--- src/rtl/ps2_rx_frame_if.sv ---
// Host-side read/status bundle of the PS/2 frame receiver.
// The receiver uses the slave modport; the keyboard peripheral uses master.
interface ps2_rx_frame_if #(
  parameter int FIFO_DEPTH = 8
);
  localparam int CW = $clog2(FIFO_DEPTH) + 1;

  logic          rd_en;
  logic          err_clr;
  logic [7:0]    rd_data;
  logic          rd_valid;
  logic [CW-1:0] fifo_count;
  logic          rx_busy;
  logic          parity_err;
  logic          frame_err;
  logic          overflow;

  modport master (
    output rd_en, err_clr,
    input  rd_data, rd_valid, fifo_count, rx_busy, parity_err, frame_err, overflow
  );

  modport slave (
    input  rd_en, err_clr,
    output rd_data, rd_valid, fifo_count, rx_busy, parity_err, frame_err, overflow
  );
endinterface

--- src/rtl/ps2_rx_frame.sv ---
// PS/2 device-to-host receiver: pin sync + clock de-glitch, 11-bit frame
// deserialiser, show-ahead scancode FIFO and sticky error flags.
module ps2_rx_frame #(
  parameter int FILTER_LEN  = 8,
  parameter int TIMEOUT_CYC = 100000,
  parameter int FIFO_DEPTH  = 8
) (
  input  logic clk,
  input  logic reset,
  input  logic ps2_clk_in,
  input  logic ps2_dat_in,
  ps2_rx_frame_if.slave bus
);
  localparam int AW = $clog2(FIFO_DEPTH);
  localparam int CW = AW + 1;
  localparam int FW = $clog2(FILTER_LEN + 1);
  localparam int TW = $clog2(TIMEOUT_CYC + 1);

  typedef enum logic [1:0] {IDLE, DATA, PARITY, STOP} state_e;

  // ---------------- input conditioning ----------------
  logic          clk_s1_q, clk_s2_q, dat_s1_q, dat_s2_q;
  logic          filt_q, fall_q;
  logic [FW-1:0] flt_cnt_q;

  always_ff @(posedge clk) begin
    if (reset) begin
      clk_s1_q  <= 1'b1;
      clk_s2_q  <= 1'b1;
      dat_s1_q  <= 1'b1;
      dat_s2_q  <= 1'b1;
      filt_q    <= 1'b1;
      fall_q    <= 1'b0;
      flt_cnt_q <= '0;
    end else begin
      clk_s1_q <= ps2_clk_in;
      clk_s2_q <= clk_s1_q;
      dat_s1_q <= ps2_dat_in;
      dat_s2_q <= dat_s1_q;
      fall_q   <= 1'b0;
      // Any sample agreeing with the filtered level restarts the run count.
      if (clk_s2_q != filt_q) begin
        if (flt_cnt_q == FW'(FILTER_LEN - 1)) begin
          filt_q    <= clk_s2_q;
          fall_q    <= ~clk_s2_q;
          flt_cnt_q <= '0;
        end else begin
          flt_cnt_q <= flt_cnt_q + FW'(1);
        end
      end else begin
        flt_cnt_q <= '0;
      end
    end
  end

  // ---------------- frame FSM ----------------
  state_e        state_q, state_d;
  logic [2:0]    bitcnt_q, bitcnt_d;
  logic [7:0]    shreg_q, shreg_d;
  logic          perr_q, perr_d;
  logic          push_q, push_d;
  logic [TW-1:0] tmo_q, tmo_d;
  logic          ferr_set, perr_set;
  logic          bit_in;

  assign bit_in = dat_s2_q;

  always_ff @(posedge clk) begin
    if (reset) begin
      state_q  <= IDLE;
      bitcnt_q <= '0;
      shreg_q  <= '0;
      perr_q   <= 1'b0;
      push_q   <= 1'b0;
      tmo_q    <= '0;
    end else begin
      state_q  <= state_d;
      bitcnt_q <= bitcnt_d;
      shreg_q  <= shreg_d;
      perr_q   <= perr_d;
      push_q   <= push_d;
      tmo_q    <= tmo_d;
    end
  end

  always_comb begin
    state_d  = state_q;
    bitcnt_d = bitcnt_q;
    shreg_d  = shreg_q;
    perr_d   = perr_q;
    push_d   = 1'b0;
    ferr_set = 1'b0;
    perr_set = 1'b0;
    tmo_d    = (state_q == IDLE || fall_q) ? '0 : tmo_q + TW'(1);
    if (fall_q) begin
      case (state_q)
        IDLE: begin
          if (!bit_in) begin
            state_d  = DATA;
            bitcnt_d = '0;
          end else begin
            ferr_set = 1'b1;
          end
        end
        DATA: begin
          shreg_d  = {bit_in, shreg_q[7:1]};
          bitcnt_d = bitcnt_q + 3'd1;
          if (bitcnt_q == 3'd7) state_d = PARITY;
        end
        PARITY: begin
          perr_d  = ~(^shreg_q ^ bit_in);
          state_d = STOP;
        end
        STOP: begin
          if (!bit_in)     ferr_set = 1'b1;
          else if (!perr_q) push_d  = 1'b1;
          if (perr_q)      perr_set = 1'b1;
          state_d = IDLE;
        end
        default: state_d = IDLE;
      endcase
    end else if (state_q != IDLE && tmo_q == TW'(TIMEOUT_CYC - 1)) begin
      state_d  = IDLE;
      ferr_set = 1'b1;
    end
  end

  // ---------------- scancode FIFO ----------------
  // shreg_q is untouched in IDLE, so it still holds the byte during push_q.
  logic [7:0]    mem_q [FIFO_DEPTH];
  logic [AW-1:0] wptr_q, rptr_q;
  logic [CW-1:0] count_q;
  logic          empty, full, pop, wr, ovf_set;

  assign empty   = (count_q == '0);
  assign full    = (count_q == CW'(FIFO_DEPTH));
  assign pop     = bus.rd_en & ~empty;
  assign wr      = push_q & (~full | pop);
  assign ovf_set = push_q & full & ~pop;

  always_ff @(posedge clk) begin
    if (!reset && wr) mem_q[wptr_q] <= shreg_q;
  end

  always_ff @(posedge clk) begin
    if (reset) begin
      wptr_q  <= '0;
      rptr_q  <= '0;
      count_q <= '0;
    end else begin
      if (wr)  wptr_q <= wptr_q + AW'(1);
      if (pop) rptr_q <= rptr_q + AW'(1);
      count_q <= count_q + CW'(wr) - CW'(pop);
    end
  end

  // ---------------- sticky flags ----------------
  logic perr_flag_q, ferr_flag_q, ovf_flag_q;

  always_ff @(posedge clk) begin
    if (reset) begin
      perr_flag_q <= 1'b0;
      ferr_flag_q <= 1'b0;
      ovf_flag_q  <= 1'b0;
    end else begin
      perr_flag_q <= perr_set | (perr_flag_q & ~bus.err_clr);
      ferr_flag_q <= ferr_set | (ferr_flag_q & ~bus.err_clr);
      ovf_flag_q  <= ovf_set  | (ovf_flag_q  & ~bus.err_clr);
    end
  end

  assign bus.rd_data    = empty ? 8'h00 : mem_q[rptr_q];
  assign bus.rd_valid   = ~empty;
  assign bus.fifo_count = count_q;
  assign bus.rx_busy    = (state_q != IDLE);
  assign bus.parity_err = perr_flag_q;
  assign bus.frame_err  = ferr_flag_q;
  assign bus.overflow   = ovf_flag_q;
endmodule

--- src/flat_wrapper.sv ---
// flat-port wrapper written by rule: the top's interface ports become plain ports
module ps2_rx_frame_flat 
#(
  parameter int FILTER_LEN  = 8,
  parameter int TIMEOUT_CYC = 100000,
  parameter int FIFO_DEPTH  = 8
)
  (clk, reset, ps2_clk_in, ps2_dat_in, bus_rd_en, bus_err_clr, bus_rd_data, bus_rd_valid, bus_fifo_count, bus_rx_busy, bus_parity_err, bus_frame_err, bus_overflow);
  ps2_rx_frame_if #(.FIFO_DEPTH(FIFO_DEPTH)) bus_i ();
  input  logic clk;
  input  logic reset;
  input  logic ps2_clk_in;
  input  logic ps2_dat_in;
  input wire logic [$bits(bus_i.rd_en)-1:0] bus_rd_en;
  input wire logic [$bits(bus_i.err_clr)-1:0] bus_err_clr;
  output wire logic [$bits(bus_i.rd_data)-1:0] bus_rd_data;
  output wire logic [$bits(bus_i.rd_valid)-1:0] bus_rd_valid;
  output wire logic [$bits(bus_i.fifo_count)-1:0] bus_fifo_count;
  output wire logic [$bits(bus_i.rx_busy)-1:0] bus_rx_busy;
  output wire logic [$bits(bus_i.parity_err)-1:0] bus_parity_err;
  output wire logic [$bits(bus_i.frame_err)-1:0] bus_frame_err;
  output wire logic [$bits(bus_i.overflow)-1:0] bus_overflow;
  assign bus_i.rd_en = bus_rd_en;
  assign bus_i.err_clr = bus_err_clr;
  assign bus_rd_data = bus_i.rd_data;
  assign bus_rd_valid = bus_i.rd_valid;
  assign bus_fifo_count = bus_i.fifo_count;
  assign bus_rx_busy = bus_i.rx_busy;
  assign bus_parity_err = bus_i.parity_err;
  assign bus_frame_err = bus_i.frame_err;
  assign bus_overflow = bus_i.overflow;
  ps2_rx_frame #(.FILTER_LEN(FILTER_LEN), .TIMEOUT_CYC(TIMEOUT_CYC), .FIFO_DEPTH(FIFO_DEPTH)) u_core (.clk(clk), .reset(reset), .ps2_clk_in(ps2_clk_in), .ps2_dat_in(ps2_dat_in), .bus(bus_i));
endmodule
--- config.mk ---
export PLATFORM = sky130hd
export DESIGN_NAME = ps2_rx_frame_flat
export DESIGN_NICKNAME = d
export VERILOG_FILES = /design/src/rtl/ps2_rx_frame_if.sv /design/src/rtl/ps2_rx_frame.sv /design/src/flat_wrapper.sv
export SDC_FILE = /design/constraint.sdc
export NUM_CORES = 1
export LEC_CHECK = 0
export CAP_MARGIN = 5
export CORE_ASPECT_RATIO = 0.6
export CORE_MARGIN = 5
export CORE_UTILIZATION = 27
export CTS_CLUSTER_DIAMETER = 60
export DETAILED_ROUTE_END_ITERATION = 6
export GPL_ROUTABILITY_DRIVEN = 1
export PLACE_DENSITY = 0.48
export SYNTH_ARGS = -nofsm -noshare
export SYNTH_HDL_FRONTEND = slang
export SYNTH_SLANG_ARGS = --single-unit
--- constraint.sdc ---
create_clock -name clk -period 3.3 [get_ports clk]
set_clock_uncertainty 0.05 [all_clocks]
set_input_delay 0.66 -clock clk [delete_from_list [all_inputs] [get_ports clk]]
set_output_delay 0.66 -clock clk [all_outputs]
set_load 0.05 [all_outputs]
**Word level (Yosys, flattened, before mapping)**

Memory sizes are Yosys's and may differ from the RTL's. A register that Yosys moved wholly into a read port is not among the register bits.
Index checks and enable logic that the tools add are counted.

- Input bits: 6
- Register bits: 55
- Memories: 1
- Memory bits (writable): 64
- Word-level logic and storage cells: 101

Memory list:

| memory | words | width | rd ports | clocked after memory_dff | write ports | line | source |
|---|---|---|---|---|---|---|---|
| u_core.mem_q | 8 | 8 | 1 | 1 | 1 | ps2_rx_frame.sv:130 | `logic [7:0] mem_q [FIFO_DEPTH];` |

- Reductions and logical operators: 19
- $add $sub $neg: 7
- Equal/unequal tests: 11
- Bitwise gates (word level): 23
- Mux-type cells: 21

Operators by type and width:

| operator | number |
|---|---|
| $add 17x1->17 const B | 1 |
| $eq 17x17->1 const B | 1 |
| $not 1->1 | 11 |
| $mux 1 | 10 |
| $add 3x1->3 const B | 3 |
| $mux 3 | 3 |
| $mux 2 | 4 |
| $mux 8 | 1 |
| $pmux 2 s4 | 1 |
| $reduce_xor 8->1 | 1 |
| $and 1x1->1 | 7 |
| $ne 3x3->1 const B | 2 |
| $pmux 3 s2 | 1 |
| $reduce_and 2->1 | 3 |
| $reduce_and 3->1 | 2 |
| $reduce_bool 2->1 | 3 |
| $reduce_or 3->1 | 2 |
| $add 4x1->4 | 1 |
| $add 4x1->4 const B | 1 |
| $eq 2x2->1 const B | 2 |
| $eq 4x3->1 const B | 1 |
| $eq 4x4->1 const B | 1 |
| $logic_not 4->1 | 1 |
| $or 1x1->1 | 4 |
| other kinds (13) | 14 |

**Logic depth before layout (Yosys ltp)**

Gate-level depths: netlist (run 1).

- Depth after elaboration: 8
- Mapped depth: 14

**Worst setup path before layout (run 1)**

Ideal clock, no wire load.

- Path kind: register -> register
- From: register u_core.count_q[2] (netlist: u_core.bus.fifo_count[2])
- To: register u_core.count_q[1] (netlist: u_core.bus.fifo_count[1])
- Path slack: 0.290 ns
- Setup time: 0.114 ns
- Path buffers: 1
- Stages on the path, launching flop included: 13
- Arrival time: 2.846 ns
- Path through: dfxtp_1 -> inv_1 -> ha_1 -> and2_1 -> clkbuf_1 -> inv_1 -> nand2_1 -> inv_1 -> ha_1 -> inv_1 -> ha_1 -> fa_1 -> nor2b_1

- Cells in the longest elaborated chain, start to end: 7

Ends and longest elaborated chain:

| element | line | source |
|---|---|---|
| from (decl) | ps2_rx_frame.sv:132 | `logic [CW-1:0] count_q;` |
| from (signal assigned) | ps2_rx_frame.sv:153 | `count_q <= count_q + CW'(wr) - CW'(pop);` |
| $logic_not 4->1 * | ps2_rx_frame.sv:135 | `assign empty = (count_q == '0);` |
| $not 1->1 * | -- |  |
| via bus_rd_valid | flat_wrapper.sv:17 | `output wire logic [$bits(bus_i.rd_valid)-1:0] bus_rd_valid;` |
| $and 1x1->1 * | ps2_rx_frame.sv:137 | `assign pop = bus.rd_en & ~empty;` |
| via u_core.pop | ps2_rx_frame.sv:133 | `logic empty, full, pop, wr, ovf_set;` |
| $or 1x1->1 | ps2_rx_frame.sv:138 | `assign wr = push_q & (~full \| pop);` |
| $and 1x1->1 | ps2_rx_frame.sv:138 |  |
| $add 4x1->4 | ps2_rx_frame.sv:153 |  |
| $sub 4x1->4 * | ps2_rx_frame.sv:153 |  |

Mark *: on every way through the listed nets, which the timed path passes. The rest lies on a longest branch.
A chain may end at the register's enable or synchronous reset.

**Worst setup path in the final report (run 1)**

- From: register u_core.count_q[2] (netlist: u_core.bus.fifo_count[2])
- To: output port bus_rd_valid

- Cells in the longest elaborated chain, start to end: 2

Ends and longest elaborated chain:

| element | line | source |
|---|---|---|
| $logic_not 4->1 | ps2_rx_frame.sv:135 |  |
| $not 1->1 | ps2_rx_frame.sv:173 | `assign bus.rd_valid = ~empty;` |
| to (decl) | flat_wrapper.sv:17 |  |

Every way passes these cells.

==> results of run 1 <==
==> path summary, 6_finish.rpt <==
kind | slack [ns] | cells after the start | startpoint | to
max | 0.29 | 5 | u_core.bus.fifo_count[2] | bus_rd_valid
min | 0.35 | 1 | u_core.clk_s1_q | u_core.clk_s2_q
max reg2reg | 0.69 | 12 | u_core.bus.fifo_count[2] | u_core.bus.fifo_count[2]
min reg2reg | 0.35 | 1 | u_core.clk_s1_q | u_core.clk_s2_q
==> sequential cells by signal, indices dropped and copies added, names as in the netlist, 2 cells and up, named ones only <==
register / flops
u_core.mem_q: 64
u_core.tmo_q: 17
u_core.shreg_q: 8
u_core.bus.fifo_count: 4
u_core.flt_cnt_q: 4
u_core.bitcnt_q: 3
u_core.rptr_q: 3
u_core.wptr_q: 3
u_core.state_q: 2
==> power groups by stage <==
stage | clock (mW) | sequential (mW) | combinational, mW
2_1_floorplan | 0 | 1.76 | 0.769
4_1_cts | 2.06 | 1.66 | 1.16
5_1_grt | 2.13 | 1.67 | 1.25
3_5_place_dp | 0 | 1.69 | 1.16
3_3_place_gp | 0 | 1.69 | 1.15
6_report | 2.01 | 1.66 | 1.14
==> critical path: stages, from the launching register on <==
cell,delay [ns]
dfxtp_1,0.34
inv_1,0.08
ha_1,0.20
and2_1,0.27
inv_1,0.17
clkdlybuf4s50_1,0.83
==> placed cells by master (no fill, tap or decap), types with 5 or more instances in the layout <==
master / instances
nand3_1: 20
nor3_1: 5
clkbuf_16: 17
nand2_1: 27
mux4_2: 16
o21ai_0: 6
inv_1: 16
nand4_1: 6
xnor2_1: 13
mux2i_1: 8
a21oi_1: 21
buf_4: 20
dfxtp_1: 58
edfxtp_1: 64
ha_1: 16
xor2_1: 16
nor2_1: 47
clkdlybuf4s50_1: 14
==> synth_stat cells, types with 2 or more instances <==
| library cell | n |
|---|---|
| edfxtp_1 | 64 |
| dfxtp_1 | 58 |
| nor2_1 | 47 |
| nand2_1 | 27 |
| a21oi_1 | 21 |
| nand3_1 | 20 |
| ha_1 | 16 |
| inv_1 | 16 |
| mux4_2 | 16 |
| xor2_1 | 16 |
| xnor2_1 | 13 |
| clkbuf_1 | 10 |
| mux2i_1 | 8 |
| nand4_1 | 6 |
| o21ai_0 | 6 |
| nor3_1 | 5 |
| nand2b_1 | 4 |
| or2_2 | 4 |
| or3_1 | 4 |
| and3_1 | 3 |
| buf_6 | 3 |
| nor2b_1 | 3 |
| nor4_1 | 3 |
| a32oi_1 | 2 |
| buf_1 | 2 |
| buf_2 | 2 |
| nand3b_1 | 2 |
| nor4b_1 | 2 |
| o31ai_1 | 2 |
| or4_1 | 2 |
==> layer usage <==
metal | up-vias | routed length, um | share of wire
met5 | - | 0 | 0
met4 | 0 | 102 | 0.0098
met3 | 9 | 506 | 0.049
met2 | 66 | 4140 | 0.40
met1 | 1473 | 5620 | 0.54
li1 | 1507 | - | -
==> cell families after synthesis <==
logic type / Yosys count
and+or+nand+nor: 137
DFF: 122
AOI/OAI and AO/OA: 36
buffers and inverters: 33
xor gates and xnor gates: 29
muxes: 24
adders and majority gates: 17
==> cell type report <==
class | instances | area, um^2
well taps | 240 | 300
fillers | 1804 | 12000
clock buffers | 17 | 425
clock inverters | 15 | 214
inverters | 16 | 60.1
flip-flops and latches | 122 | 3080
multi-input cells | 243 | 1790
repair buffers | 34 | 290
==> per-stage QoR <==
| step | setup slack [ns] | instance area (um^2) | hold WS (ns) | instances |
|---|---|---|---|---|
| floorplan | 0.290 | 5020 | 0.339 | 398 |
| global placement | 0.651 | 5520 | 0.346 | 655 |
| detailed placement | 0.579 | 5520 | 0.343 | 655 |
| CTS | 0.231 | 6160 | 0.356 | 687 |
| global route | 0.132 | 6160 | 0.370 | 687 |
| finish | 0.293 | 6160 | 0.353 | 687 |
==> flow_summary.toml, run 1 <==
[run_status]
outcome = "complete, no violations"

[die]
rows = 38
ios = 23
start_util = 0.276
die_w_um = 186
core-area_um2 = 18200
die_h_um = 116
die_area_um2 = 21500

[routing]
vias_per_cell = 4.45
drt_iter0_drc = 208
remaining_drc_errors = 0
antenna_left = 0
via_count = 3055
wire_per_inst_um = 15.1
dr.pass1.iters = 4
drt-total-wl_mm = 10.4

[clocking]
hold_buffers = 0
cts_root_buf = "clkbuf_16"
cts_resized = 0
tritoncts = "built"
clockBufferDepth = 2
clock-sinks = 122
path_clk_slew_ns = 0.06
htree_levels = 4
cts_setup_buffers = 0
cts_buffers = 17
clk_latency_ns = 0.41

[setup_path]
path_max_fanout = 9
cp-start-kind = "flop"
end_kind = "output pin"
crit_arrival_ns = 2.30
crit_type = "flop to output pin"
worstPathRequired_ns = 2.59

[synthesis]
yosysTopAreaCell = "edfxtp_1"
synthSimpleGateAreaFrac = 0.132
synth-compound-area-share = 0.0416
yosysWarningCount = 0
synth.area.mux_share = 0.0877
ys_async_sr_fraction = 0
ys_ff_latch = 122
syn_inst = 398
yosys.area_share.xor_xnor = 0.0506
synth_seq_area_share = 0.614
yosysTopAreaCellShare = 0.383
synth_top_family_by_area = "simple AND/OR/NAND/NOR gates"
yosysUniqueCellTypes = 41
syn_area_um2 = 5020
synthTopCellsByArea = "edfxtp_1 38%, dfxtp_1 23%, mux4_2 7.2%"
synth_fp_nets = 421
synth_fa_ha_area_frac = 0.0439
synth_ff_type = "edfxtp_1"
avgSynthCellArea_um2 = 12.6
synth_edf_count = 64

[pwr]
internal_power_mw = 3.33
p_leak_nw = 2.12
comb_power_share = 0.237
cellPowerDensity_nw_per_um2 = 780
vdd_drop_max_mv = 0.386
swShare = 0.307
seqPwrFrac = 0.345
pwr-share-clk = 0.417
power_mw = 4.80
switchingPower_mw = 1.47

[global_routing]
grt_pass1_wl_mm = 17.0
antenna_found_initial = 0
grt_overflow = 0
grt_pass1_vias = 3099
met2_usage = 0.138
grt_max_degree = 23
top_usage_layer = "met1"
met3_usage = 0.0292
grt_usage = 0.104
globalRouteMet1Util = 0.158

[timing]
hold_viol = 0
relSlewSlack = 0.524
fmax_mhz = 333
fin_crit_sh = 0.911
grt_setup_unrepaired = "false"
setup_tns_ns = 0
period_needed_ns = 3.01
max_slew.worst_pin.slew_ns = 0.713
maxSlewViolCount = 0
finalSetupViolations = 0

[hold_path]
worstHoldPathType = "flop to flop"

[finish]
drive_gt1_frac = 0.168
area_growth_pct = 22.7
final_nets = 457
antenna_cells = 0
fin_util = 0.339

[flow_run]
cap_violations = 0

[placed_design]
place_congestion = 0.750
port_buffers = 22
dp_hpwl_mm = 7.03
Note: power is estimated with default switching activity, not from simulation.
==> inputs of run 2 (changes only) <==
--- a/config.mk
+++ b/config.mk
@@ -13,6 +13,7 @@
 export DETAILED_ROUTE_END_ITERATION = 6
 export GPL_ROUTABILITY_DRIVEN = 1
 export PLACE_DENSITY = 0.48
+export SLEW_MARGIN = 20
 export SYNTH_ARGS = -nofsm -noshare
 export SYNTH_HDL_FRONTEND = slang
 export SYNTH_SLANG_ARGS = --single-unit
==> results of run 2 <==
No change in the layout: final DEF, timing and power equal those of run 1.
